===== src/rtl/ac_serial_writer_pkg.sv =====
// Shared definitions for the serial accumulator write controller.
// Op codes, FSM states and the counter width helper.
package ac_serial_writer_pkg;

  localparam logic [1:0] OP_LOAD = 2'b00;
  localparam logic [1:0] OP_ADD  = 2'b01;
  localparam logic [1:0] OP_SUB  = 2'b10;
  localparam logic [1:0] OP_CLR  = 2'b11;

  typedef enum logic [1:0] {
    ST_IDLE,
    ST_CALC,
    ST_WRITE
  } state_t;

  function automatic int clog2(input int n);
    int r;
    r = 1;
    for (int i = 1; i < 32; i++)
      if ((1 << i) < n) r = i + 1;
    return r;
  endfunction

endpackage


===== src/rtl/ac_serial_writer_serial_full_adder.sv =====
// One-bit full adder with a registered carry for LSB-first arithmetic.
// cin/cout of the active stage also expose signed overflow at the MSB.
module serial_full_adder (
  input  logic clk,
  input  logic rst,
  input  logic load,
  input  logic cinit,
  input  logic en,
  input  logic a,
  input  logic b,
  output logic s,
  output logic cin,
  output logic cout
);

  logic c;

  always_ff @(posedge clk) begin
    if (rst)       c <= 1'b0;
    else if (load) c <= cinit;
    else if (en)   c <= cout;
  end

  assign cin  = c;
  assign s    = a ^ b ^ c;
  assign cout = (a & b) | (c & (a ^ b));

endmodule


===== src/rtl/ac_serial_writer.sv =====
// Write-side controller for the accumulator: LOAD/ADD/SUB/CLR with
// bit-serial ADD/SUB and a single-cycle write strobe.
module ac_serial_writer
  import ac_serial_writer_pkg::*;
#(
  parameter int N = 8
) (
  input  logic         clk,
  input  logic         rst,
  input  logic         cmd_valid,
  output logic         cmd_ready,
  input  logic [1:0]   cmd_op,
  input  logic [N-1:0] cmd_data,
  input  logic [N-1:0] ac_out,
  output logic         ac_en,
  output logic [N-1:0] ac_in,
  output logic         busy,
  output logic         done,
  output logic         ovf
);

  localparam int CW = clog2(N);

  state_t        state;
  logic [N-1:0]  a_sh;
  logic [N-1:0]  b_sh;
  logic [CW-1:0] cnt;
  logic          is_sub;
  logic          last;
  logic          s;
  logic          cin;
  logic          cout;
  logic          accept;

  assign accept = cmd_valid & (state == ST_IDLE);
  assign is_sub = (cmd_op == OP_SUB);
  assign last   = (cnt == CW'(N - 1));

  serial_full_adder u_sfa (
    .clk  (clk),
    .rst  (rst),
    .load (accept),
    .cinit(is_sub),
    .en   (state == ST_CALC),
    .a    (a_sh[0]),
    .b    (b_sh[0]),
    .s    (s),
    .cin  (cin),
    .cout (cout)
  );

  // Sum bits enter a_sh from the top as operand bits leave the bottom,
  // so after N steps a_sh holds the full result.
  always_ff @(posedge clk) begin
    if (rst) begin
      state <= ST_IDLE;
      a_sh  <= '0;
      b_sh  <= '0;
      cnt   <= '0;
      ac_in <= '0;
      ovf   <= 1'b0;
    end else begin
      unique case (state)
        ST_IDLE: begin
          if (cmd_valid) begin
            ovf  <= 1'b0;
            a_sh <= ac_out;
            b_sh <= is_sub ? ~cmd_data : cmd_data;
            cnt  <= '0;
            unique case (cmd_op)
              OP_LOAD: begin
                ac_in <= cmd_data;
                state <= ST_WRITE;
              end
              OP_CLR: begin
                ac_in <= '0;
                state <= ST_WRITE;
              end
              default: state <= ST_CALC;
            endcase
          end
        end
        ST_CALC: begin
          a_sh <= {s, a_sh[N-1:1]};
          b_sh <= b_sh >> 1;
          cnt  <= cnt + 1'b1;
          if (last) begin
            ac_in <= {s, a_sh[N-1:1]};
            ovf   <= cin ^ cout;
            state <= ST_WRITE;
          end
        end
        ST_WRITE: state <= ST_IDLE;
        default:  state <= ST_IDLE;
      endcase
    end
  end

  assign cmd_ready = (state == ST_IDLE);
  assign busy      = (state != ST_IDLE);
  assign ac_en     = (state == ST_WRITE);
  assign done      = (state == ST_WRITE);

endmodule


===== config.mk =====
export PLATFORM = sky130hd
export DESIGN_NAME = ac_serial_writer
export DESIGN_NICKNAME = d
export VERILOG_FILES = /design/src/rtl/ac_serial_writer_pkg.sv /design/src/rtl/ac_serial_writer_serial_full_adder.sv /design/src/rtl/ac_serial_writer.sv
export SDC_FILE = /design/constraint.sdc
export NUM_CORES = 1
export LEC_CHECK = 0
export ABC_AREA = 1
export ABC_CLOCK_PERIOD_IN_PS = 2000
export CAP_MARGIN = 20
export CORE_MARGIN = 5
export CORE_UTILIZATION = 40
export DETAILED_ROUTE_END_ITERATION = 12
export PLACE_DENSITY_LB_ADDON = 0.1
export SYNTH_ARGS = -nofsm -noshare
export SYNTH_HDL_FRONTEND = slang
export SYNTH_SLANG_ARGS = --single-unit

===== constraint.sdc =====
create_clock -name clk -period 2 [get_ports clk]
set_clock_uncertainty 0.15 [all_clocks]
set_input_delay 0.4 -clock clk [delete_from_list [all_inputs] [get_ports clk]]
set_output_delay 0.4 -clock clk [all_outputs]
set_load 0.05 [all_outputs]

# Word-level counts from Yosys, hierarchy flattened
# Cells that the tools add are included.
# classes
add_sub_neg,1
eq_ne,8
reduce_logical,10
bitwise_logic,8
muxes,20
# ops
operator,count
$pmux 32 s2,1
$pmux 8 s2,4
$mux 8,5
$add 32x1->32 const B,1
$eq 32x3->1 const B,1
$mux 32,1
$not 8->8,1
$eq 2x2->1 const B,3
$mux 2,3
$reduce_bool 2->1,3
$logic_not 2->1,2
$mux 1,4
$ne 2x2->1 const B,2
$pmux 2 s2,1
$reduce_and 2->1,2
$reduce_and 4->1,1
$and 1x1->1,3
$ne 3x1->1 const B,1
$reduce_and 3->1,1
$xor 1x1->1,3
$eq 2x1->1 const B,1
$pmux 1 s2,1
$reduce_or 2->1,1
$or 1x1->1,1
# word_totals
ff_bits,60
input_bits,21
elab_cells,54

# Longest topological paths before layout
# depth
depth_word,6
depth_mapped,10
depth_no_buf,9

# By module
# From an unflattened synthesis, not the netlist that was laid out.
# unflattened
cells_unflattened,518
hier_area_um2,3385.7
# modules_own_cells
module,n_inst,area_each_um2,seq_area_each_um2,cells_per_inst
ac_serial_writer,1,3311.9,1181.1,508
serial_full_adder,1,73.8,20.0,10

# Worst setup path after synthesis
# OpenSTA, ideal clock, no wires.
# synth_timing
path_type,reg2out
from,reg state[1]
to,out done
stages_incl_launch_ff,4
n_path_buf,1
path_slack_ns,-0.097
required_ns,1.450
arrival_time_ns,1.547
path_cell_list,dfxtp_1 -> inv_1 -> nor2_1 -> buf_4
# synth_via
elab_chain_cells,1
# synth_lines
element,line,rtl
start: declaration,ac_serial_writer.sv:24,state_t state;
start signal: assignment,ac_serial_writer.sv:56,state <= ST_IDLE;
start signal: assignment,ac_serial_writer.sv:73,state <= ST_WRITE;
start signal: assignment,ac_serial_writer.sv:77,state <= ST_WRITE;
$eq 2x2->1,n/a,
end: declaration,ac_serial_writer.sv:18,"output logic done,"
# No other way between the ends.

# Worst setup path after layout
# layout_timing
from,reg state[1]
to,out ac_en
# layout_via
elab_chain_cells,1
# layout_lines
element,line,rtl
$eq 2x2->1,ac_serial_writer.sv:101,assign ac_en = (state == ST_WRITE);
end: declaration,ac_serial_writer.sv:15,"output logic ac_en,"
# No other way between the ends.

==> flow_summary.json <==
{
  "cts_max_level": 3,
  "holdCritStartpoint": "b_sh[7]",
  "fmax_mhz": 530,
  "synth_ff_type": "dfxtp_1",
  "rows": 34,
  "cts_sinks": 60,
  "slew_headroom": 0.671,
  "critPathMaxStageDelay_ns": 0.50,
  "fp.dieW_um": 104,
  "setup.worst_path.start_class": "flip-flop",
  "drive_above_1_share": 0.131,
  "synth-seq-cells": 60,
  "grt-ovfl-total": 0,
  "clockBufferDepth": 2,
  "fill_cells": 910,
  "first_pass_iters": 4,
  "ant_nets": 0,
  "grt_pass1_vias": 3202,
  "r2r-start": "cnt[0]",
  "yosysUniqueCellTypes": 41,
  "setup_violations": 0,
  "syn-cell-area_um2": 3520,
  "cp_cell_sequence": "inv_1 -> nor2_2 -> buf_12",
  "core_area_um2": 8640,
  "synth_area_leaders": "dfxtp_1 34%, nand2_1 15%, nor2_1 9.9%, a21oi_1 5.4%, nand3_1 4.7%",
  "drc": 0,
  "path_max_fanout": 3,
  "required_ns": 1.45,
  "synth_most_common_cell": "nand2_1",
  "grt_pass1_wl_um": 15600,
  "place.gp.congestion": 0.825,
  "timing.setup.tns_ns": 0,
  "ir_drop_uv": 307,
  "routedWlPerCell_um": 13.6,
  "leakagePower_nw": 1.56,
  "fin_crit_sh": 0.944,
  "min_period_ns": 1.89,
  "synth_top_area_frac": 0.341,
  "ys.warnings.count": 0,
  "die_area_um2": 10800,
  "nets": 594,
  "endpoint_kind": "primary output",
  "cpMaxStageDelayCell": "dfxtp_1",
  "synth-async-reset-ratio": 0,
  "cts.clk_slew.worst_paths_ns": 0.07,
  "holdBufCountCts": 0,
  "post_dp_cell_area_um2": 3970,
  "synthesis.instances": 534,
  "drt-total-wl_um": 9250,
  "crit_start": "state[1]",
  "finalInstanceArea_um2": 4180,
  "path_buf_inv": 2,
  "power_density_nw_per_um2": 724,
  "dr.first_iter.drc_count": 115,
  "root_buffer": "clkbuf_8",
  "cp.arrival_ns": 1.34,
  "finalMaxSlewViolations": 0,
  "avgSynthCellArea_um2": 6.60,
  "synth_edf_count": 0,
  "hold_viol": 0,
  "antenna_cells": 0,
  "cts_tree": "yes",
  "io_buffers": 33,
  "grt_usage": 0.175,
  "fin_util": 0.484,
  "power_mw": 3.02,
  "antenna_found_initial": 0,
  "vias": 3415,
  "seq_area_frac_synth": 0.341,
  "synthTopCellsByCount": "142 x nand2_1, 93 x nor2_1, 60 x dfxtp_1",
  "drv_cap": 0,
  "area_growth_pct": 18.6,
  "instances_no_fill": 680,
  "dp_hpwl_um": 6630,
  "synth_fp_nets": 560,
  "worst_slew_pin_slew_ns": 0.494,
  "synth_area_leader_cell": "dfxtp_1",
  "ios": 34,
  "die_h_um": 104,
  "status": "finished clean",
  "placed_cells": 663,
  "start_util": 0.408,
  "critPathKind": "flip-flop to primary output",
  "hold_path_class": "flip-flop to flip-flop",
  "routed_via_density": 5.02,
  "clkLatencyLatePin_ns": 0.34,
  "cts_buffers": 9,
  "path_delay_family": "flip-flops",
  "grt_max_degree": 27
}
==> worst min-delay path: stages, from the launching register on <==
cell     delay, ns
dfxtp_1       0.31
nand2_1       0.06
a21oi_1       0.05
==> what timing repair did <==
action | 4_1_cts | 5_1_grt
endpoints found under the hold margin | 0 | 0
resized for setup | 0 | 4
endpoints found under the setup margin | 0 | 6
buffers inserted | 0 | 2
==> where the power goes <==
part           switching, mW  total [mW]  internal, mW  leakage (nW)
clock network          0.487        1.08         0.596        0.0979
registers             0.0393        1.30          1.26         0.488
logic                  0.408       0.647         0.239         0.973
==> cells in the final DEF (no fill, tap or decap), drive strengths merged <==
master         Yosys  routed
dfxtp             60      60
fa                 1       1
a31oi             16      16
a21oi             41      41
o21ai             15      15
xor2               7       7
a22oi              1       1
nand4             11      11
o211ai             1       1
and3               1       1
inv               47      47
bufinv             0       1
nand3b             1       1
o211a              1       1
nand3             35      35
nor3b              2       2
and2               2       2
nor2             103     103
buf               17      27
clkdlybuf4s50      0      20
clkbuf             7      10
ha                 4       4
clkinvlp           0       1
a211oi             4       4
clkinv             1       4
xnor2              2       2
a221oi             1       1
nor3               7       7
nand2            146     146
==> path summary, 6_finish.rpt <==
check                                to  slack [ns]  cells after the start
worst max-delay path              ac_en        0.11                      3
worst min-delay path            b_sh[7]        0.32                      2
worst max register to register  cnt[22]        0.15                      8
worst min register to register  b_sh[7]        0.32                      2
==> logic make-up after synthesis <==
group | synth area share
simple gates | 0.388
compound gates | 0.134
fa+ha+maj | 0.0199
flops | 0.341
buf+inv | 0.0944
xor+xnor | 0.0224
==> metrics by stage <==
stage	setup WS, ns	hold slack (ns)
2_1_floorplan	0.0224	0.290
5_1_grt	-0.00510	0.342
4_1_cts	0.0717	0.318
6_report	0.113	0.316
3_5_place_dp	-0.0446	0.305
3_3_place_gp	-0.0316	0.300
==> cell type report <==
cell class	count	area [um2]	share of cell area
Tap cell	108	135	0.0323
Timing Repair Buffer	47	465	0.111
Multi-Input combinational cell	402	2000	0.479
Sequential cell	60	1200	0.287
Inverter	48	188	0.0449
Clock buffer	10	138	0.0329
Clock inverter	5	52.6	0.0126
==> layer usage <==
| layer | part of all wire | global-route usage | vias up | wire (um) |
|---|---|---|---|---|
| met5 | 0 | 0 | - | 0 |
| met4 | 0.0063 | 0.0361 | 0 | 58 |
| met3 | 0.058 | 0.0422 | 4 | 537 |
| met2 | 0.47 | 0.283 | 67 | 4340 |
| met1 | 0.47 | 0.238 | 1553 | 4320 |
| li1 | - | - | 1791 | - |
==> sequential cells by signal, summed over array words and instances, names as in the netlist <==
register / flops
cnt: 32
state: 2
ovf: 1
b_sh: 8
a_sh: 8
u_sfa.cin: 1
ac_in: 8
Note: power is estimated with default switching activity, not from simulation.
